==> src/rtl/avl_bus_rsp_router.sv <==
// Read-response router for a shared Avalon-style bus: records the owner of each accepted read beat
// in order and steers slave_readdatavalid back to it. Optional sticky error: AVL_BUS_RSP_ROUTER_ERR_EN.
`ifndef ALV_BURST_MAX_COUNT
`define ALV_BURST_MAX_COUNT 8
`endif

module avl_bus_rsp_router #(
  parameter int unsigned MASTER_NUM = 8,
  parameter int unsigned FIFO_DEPTH = 8,
  localparam int unsigned SEL_W = $clog2(MASTER_NUM),
  localparam int unsigned BC_W  = $clog2(`ALV_BURST_MAX_COUNT),
  localparam int unsigned CNT_W = $clog2(FIFO_DEPTH) + 1
) (
  input  logic                  clk,
  input  logic                  rest,
  input  logic [SEL_W-1:0]      sel,
  input  logic                  cmd_read,
  input  logic                  cmd_write,
  input  logic                  cmd_begin_burst,
  input  logic [BC_W-1:0]       cmd_burst_count,
  input  logic                  slave_request_ready,
  output logic                  master_request_ready,
  input  logic                  slave_readdatavalid,
  output logic [MASTER_NUM-1:0] master_readdatavalid,
  output logic [SEL_W-1:0]      rsp_sel,
  output logic [CNT_W-1:0]      pending,
  output logic                  err
);

  localparam int unsigned PTR_W = $clog2(FIFO_DEPTH);

  logic [SEL_W-1:0] mem_q [FIFO_DEPTH];
  logic [PTR_W-1:0] wr_ptr_q, rd_ptr_q;
  logic [CNT_W-1:0] pending_q;
  logic [CNT_W-1:0] free_slots;
  logic             room;
  logic             push;
  logic             pop;

  // Space is judged on registered occupancy only; a same-cycle pop never frees room for a push.
  assign free_slots = CNT_W'(FIFO_DEPTH) - pending_q;

  always_comb begin
    room = 1'b1;
    if (cmd_read) begin
      if (cmd_begin_burst) begin
        // Reserve the whole burst up front so later beats never stall on space.
        room = free_slots >= (CNT_W'(cmd_burst_count) + CNT_W'(1));
      end else begin
        room = pending_q < CNT_W'(FIFO_DEPTH);
      end
    end
  end

  assign master_request_ready = slave_request_ready && (cmd_read || cmd_write) && room;
  assign push                 = cmd_read && master_request_ready;
  assign pop                  = slave_readdatavalid && (pending_q != '0);
  assign rsp_sel              = (pending_q != '0) ? mem_q[rd_ptr_q] : '0;
  assign master_readdatavalid = pop ? (MASTER_NUM'(1) << rsp_sel) : '0;
  assign pending              = pending_q;

  always_ff @(posedge clk or negedge rest) begin
    if (!rest) begin
      wr_ptr_q  <= '0;
      rd_ptr_q  <= '0;
      pending_q <= '0;
    end else begin
      if (push) begin
        wr_ptr_q <= wr_ptr_q + PTR_W'(1);
      end
      if (pop) begin
        rd_ptr_q <= rd_ptr_q + PTR_W'(1);
      end
      if (push && !pop) begin
        pending_q <= pending_q + CNT_W'(1);
      end else if (pop && !push) begin
        pending_q <= pending_q - CNT_W'(1);
      end
    end
  end

  // Entries are qualified by pending, so storage needs no reset.
  always_ff @(posedge clk) begin
    if (push) begin
      mem_q[wr_ptr_q] <= sel;
    end
  end

`ifdef AVL_BUS_RSP_ROUTER_ERR_EN
  logic err_q;

  always_ff @(posedge clk or negedge rest) begin
    if (!rest) begin
      err_q <= 1'b0;
    end else if (slave_readdatavalid && (pending_q == '0)) begin
      err_q <= 1'b1;
    end
  end

  assign err = err_q;
`else
  assign err = 1'b0;
`endif

endmodule

==> config.mk <==
export PLATFORM = sky130hd
export DESIGN_NAME = avl_bus_rsp_router
export DESIGN_NICKNAME = d
export VERILOG_FILES = /design/src/rtl/avl_bus_rsp_router.sv
export SDC_FILE = /design/constraint.sdc
export NUM_CORES = 1
export LEC_CHECK = 0
export BUFFER_PORTS_ARGS = -buffer_cell sky130_fd_sc_hd__buf_2
export CAP_MARGIN = 15
export CELL_PAD_IN_SITES_DETAIL_PLACEMENT = 0
export CELL_PAD_IN_SITES_GLOBAL_PLACEMENT = 1
export CORE_UTILIZATION = 48
export DETAILED_ROUTE_END_ITERATION = 6
export GPL_TIMING_DRIVEN = 0
export PLACE_DENSITY_LB_ADDON = 0.1
export SKIP_LAST_GASP = 1
export SYNTH_ARGS = -nofsm -noshare
export SYNTH_HDL_FRONTEND = slang
export SYNTH_SLANG_ARGS = --single-unit
==> constraint.sdc <==
create_clock -name clk -period 5 [get_ports clk]
set_input_delay 0.25 -clock clk [delete_from_list [all_inputs] [get_ports clk]]
set_output_delay 0.25 -clock clk [all_outputs]
set_load 0.01 [all_outputs]
; ---- Yosys cells after proc, flatten, opt, wreduce, memory -nomap -nowiden
; Memories as Yosys holds them, arrays and structs flattened.
; Index checks and enable logic that the tools add are counted.
[totals]
ff_bits = 10
n_memories = 1
in_bits = 13
output_inout_bits = 17
elab_cells = 32
ramBits = 24
[op_classes]
shifts = 1
n_lt_le_gt_ge = 2
add_sub_neg = 6
reduce_logical = 11
n_mux = 8
[memory_table]
columns = memory, words, word_bits, rd, rd_clocked_by_memory_dff, wr, line
row1 = mem_q, 8, 3, 1, 0, 1, 32  ; logic [SEL_W-1:0] mem_q [FIFO_DEPTH];
[ops]
columns = operator, n
row1 = $mux 4, 2
row2 = $mux 8, 1
row3 = $shl 1x3->8 const A, 1
row4 = $add 3x1->3 const B, 2
row5 = $logic_and 1x1->1, 6
row6 = $add 3x1->4 const B, 1
row7 = $add 4x1->4 const B, 1
row8 = $ge 4x4->1, 1
row9 = $lt 4x4->1 const B, 1
row10 = $mux 1, 4
row11 = $reduce_bool 4->1, 1
row12 = $sub 4x1->4 const B, 1
row13 = $sub 4x4->4 const A, 1
row14 = $mux 3, 1
row15 = $logic_not 1->1, 2
row16 = $reduce_bool 2->1, 1
row17 = $logic_or 1x1->1, 1

; ---- Depth between registers and ports, before layout
[depth]
word_depth = 10
ltp_mapped = 15
ltp_nobuf = 15

; ---- Least setup slack after synthesis
; Ideal clock, no wire load.
[synth_timing]
kind = reg-to-reg
startpoint = register pending_q[0], in the netlist pending[0]
endpoint = register pending_q[3], in the netlist pending[3]
t_required_ns = 4.864
stages_incl_launch_ff = 15
synth_period_minus_slack_ns = 3.166
slack_ns = 1.834
t_arrival_ns = 3.030
setup_ns = 0.136
n_path_buf = 0
cell_sequence = dfrtp_1 -> inv_1 -> ha_1 -> xnor2_1 -> ha_1 -> o211ai_1 -> o2111ai_1 -> nand2_1 -> inv_1 -> ha_1 -> inv_1 -> ha_1 -> a21o_1 -> a2111oi_0 -> o31ai_1
[synth_between]
elab_chain_cells = 9
word_cells_on_any_way = 18
classes_between = 3 x add/sub / 2 x order compare / 4 x mux / 9 x reduce/logical
[synth_lines]
columns = element, line
row1 = from (decl), 34  ; logic [CNT_W-1:0] pending_q;
row2 = from (signal assigned), 75  ; pending_q <= pending_q + CNT_W'(1);
row3 = from (signal assigned), 77  ; pending_q <= pending_q - CNT_W'(1);
row4 = $sub 4x4->4, 41  ; assign free_slots = CNT_W'(FIFO_DEPTH) - pending_q;
row5 = $ge 4x4->1, 48  ; room = free_slots >= (CNT_W'(cmd_burst_count) + CNT_W'(1));
row6 = $mux 1 (*), 46  ; if (cmd_begin_burst) begin
row7 = $mux 1 (*), 45  ; if (cmd_read) begin
row8 = $logic_and 1x1->1 (*), 55  ; assign master_request_ready = slave_request_ready && (cmd_read || cmd_write) && room;
row9 = $logic_and 1x1->1 (*), 56  ; assign push = cmd_read && master_request_ready;
row10 = named net push, 37  ; logic push;
row11 = $logic_not 1->1, 76  ; end else if (pop && !push) begin
row12 = $logic_and 1x1->1, 76
row13 = $reduce_bool 2->1 (no line), --
; The timed path passes the listed nets; every way through them passes the cells marked *. The select of a mux whose other input is x is not followed.
; A chain may end at the register's enable or synchronous reset.

; ---- Worst setup path in the final report
; Same ends and word-level chain as after synthesis.

==> impl_metrics.ini <==
[status]
status = completed

[sta]
setup_violations = 0
period_needed_ps = 3580
fmax_mhz = 279
fin_setup_tns_ps = 0
rsz0062_at_grt = no
timing.final.crit_share = 0.716
slew_headroom = 0.551
skew_ps = 6.56
hold_viol = 0
max_slew.worst_pin.slew_ps = 672
slew_violations = 0

[power_and_ir_drop]
p_seq_frac = 0.341
power_frac_clock = 0.166
p_leak_uw = 0.000874
p_per_area_nw_per_um2 = 582
ir_worst_vdd_mv = 0.270
switching_share = 0.389
power_frac_comb = 0.493
power.internal_uw = 759
power_uw = 1240
p_sw_uw = 483

[final_layout]
final_cell_mix = 29 x buf_2, 24 x edfxtp_1, 15 x nor2_1
layoutNonFillerInstCount = 233
layout.nets = 209
num_antenna_cells = 0
final_common_cell = buf_2
drive_gt1_frac = 0.270
finalCoreUtilization = 0.583
area_growth_pct = 16.7

[logic_synthesis]
yosys_most_used_dff = edfxtp_1
synth_edf_count = 24
yosysWarnings = 0
synth_cell_types = 39
synth.yosys.seq_area_share = 0.530
synthAdderAreaFrac = 0.0861
synthTopCellsByArea = edfxtp_1 39%, dfrtp_1 14%, ha_1 7.5%, mux4_2 4.9%, xnor2_1 3.8%
async_flop_share = 0.294
synth_mux_area_frac = 0.113
synthCells = 148
synth_xor_area_frac = 0.0431
synthSimpleGateAreaFrac = 0.146
synth_top_area_cell = edfxtp_1
synthDominantCellAreaShare = 0.394
synth_top_family_by_area = simple AND/OR/NAND/NOR gates
ys_ff_latch = 34
synthesis.area_sq_um = 1830
syn_avg_cell_area_sq_um = 12.4
syn_nets = 173
synth-compound-area-share = 0.0431

[clock_tree]
h-tree-depth = 2
insertion_delay_ps = 280
cts_resized = 0
path_clk_slew_ps = 70
cts_tree = yes
numCtsBuffers = 5
hold_buffers = 1
cts_sinks = 34
root_buffer = clkbuf_8
clockBufferDepth = 2
post_cts_buffers = 0

[floorplan]
die_w_um = 63.8
io_pins = 30
die_area_sq_um = 4060
floorplan.initialDensity = 0.500
die_h_um = 63.8
row_count = 22
core_sq_um = 3660

[worst_setup_path]
worstSetupEndpointType = flop
worst_setup_path_start_kind = flop
cp.required_ps = 5150
crit_type = flop to flop
rr_worst_depth = 14
cp_max_fo = 7
r2r_slack_ps = 1420
reg2reg_to = pending[3]
crit_arrival_ps = 3730
r2r_start = pending[0]

[grt]
grt_max_degree = 12
antenna_found_initial = 0
grt_overflow = 0
grt_use_total = 0.186
grt_pass1_wl_um = 5590
first_global_vias = 1195

[routing]
detail_route.first_pass.iterations = 4
drc = 0
wirelength_um = 3130
viasPerCell = 5.12
wire_per_inst_um = 13.4
ant_nets = 0
drt_first_iter_violations = 53
vias = 1194

[min_path]
whs_endpoint = mem_q[3][0]
min_from = sel[0]
hold_class = input pin to flop
worstHoldPathCells = 1

[placed_design]
dp.cells = 224
place.gp.congestion = 0.780
port_buffers = 28
hpwl_um = 2460

[job]
cap_violations = 0
-- cells by family (layout without fill, tap and decap cells) --
kind of cell             after synthesis  count (layout)
flip-flops                            34              34
other                                  1               1
AND/OR/NAND/NOR                       55              55
multiplexers                          13              13
AO/OA/AOI/OAI                         11              11
buffers and inverters                 13              50
adder cells (fa/ha/maj)               12              12
XOR/XNOR                               9               9
-- sequential cells by signal (all words and copies together), names as in the netlist --
register,count
mem_q,24
pending,4
rd_ptr_q,3
wr_ptr_q,3
-- how the worst max path moves through the flow --
stage	start	endpoint	slack [ps]	depth (start not counted)
6_report	pending[0]	pending[3]	1420	14
3_5_place_dp	pending[0]	pending[3]	1410	14
2_1_floorplan	pending[0]	pending[3]	1830	14
4_1_cts	pending[0]	pending[3]	1380	14
3_3_place_gp	pending[0]	pending[3]	1520	14
5_1_grt	pending[0]	pending[3]	1080	14
-- layout make-up --
cell class | instances | area (sq um)
buffer | 5 | 35.0
clock buffer | 6 | 82.6
clock inverter | 2 | 12.5
fill | 313 | 1530
inverter | 8 | 30.0
multi-input combinational | 101 | 795
sequential | 34 | 971
tap | 48 | 60.1
timing repair buffer | 29 | 150
-- through the flow --
stage          worst slack (ps)  instance area, sq um  hold slack [ps]
3_5_place_dp               1410                  2030              129
5_1_grt                    1080                  2140              250
3_3_place_gp               1520                  2030              120
4_1_cts                    1380                  2140              235
6_report                   1420                  2140              236
2_1_floorplan              1830                  1830            -45.6
-- cell usage after synthesis, drive strengths merged, types with 4 or more instances --
| cell type | n |
|---|---|
| mux4 | 4 |
| buf | 4 |
| nor2 | 15 |
| nand3 | 6 |
| nand2 | 11 |
| dfrtp | 10 |
| nor3 | 8 |
| ha | 11 |
| nand2b | 6 |
| edfxtp | 24 |
| mux2i | 7 |
| xnor2 | 8 |
| inv | 8 |
-- power groups by stage --
stage	sequential (uW)	clock (uW)	combinational [uW]
2_1_floorplan	422	0	461
3_3_place_gp	427	0	599
3_5_place_dp	430	0	618
4_1_cts	425	212	620
5_1_grt	437	226	692
6_report	424	207	612
-- metal layers --
layer	wire [um]	global-route usage	share of wire	vias up
li1	-	-	-	604
met1	1510	0.253	0.48	558
met2	1450	0.283	0.46	27
met3	132	0.0589	0.042	5
met4	33	0.0597	0.011	0
met5	0	0	0	-
-- critical path, cell delays in order, from the launching register on --
cell	delay [ps]
dfrtp_1	480
inv_1	100
ha_1	230
xnor2_1	140
ha_1	280
o211ai_1	80
o2111ai_1	310
nand2_1	260
inv_1	150
ha_1	220
inv_1	130
ha_1	290
a21o_1	190
a2111oi_0	450
o31ai_1	140
Power figures use the tool's default switching activity.
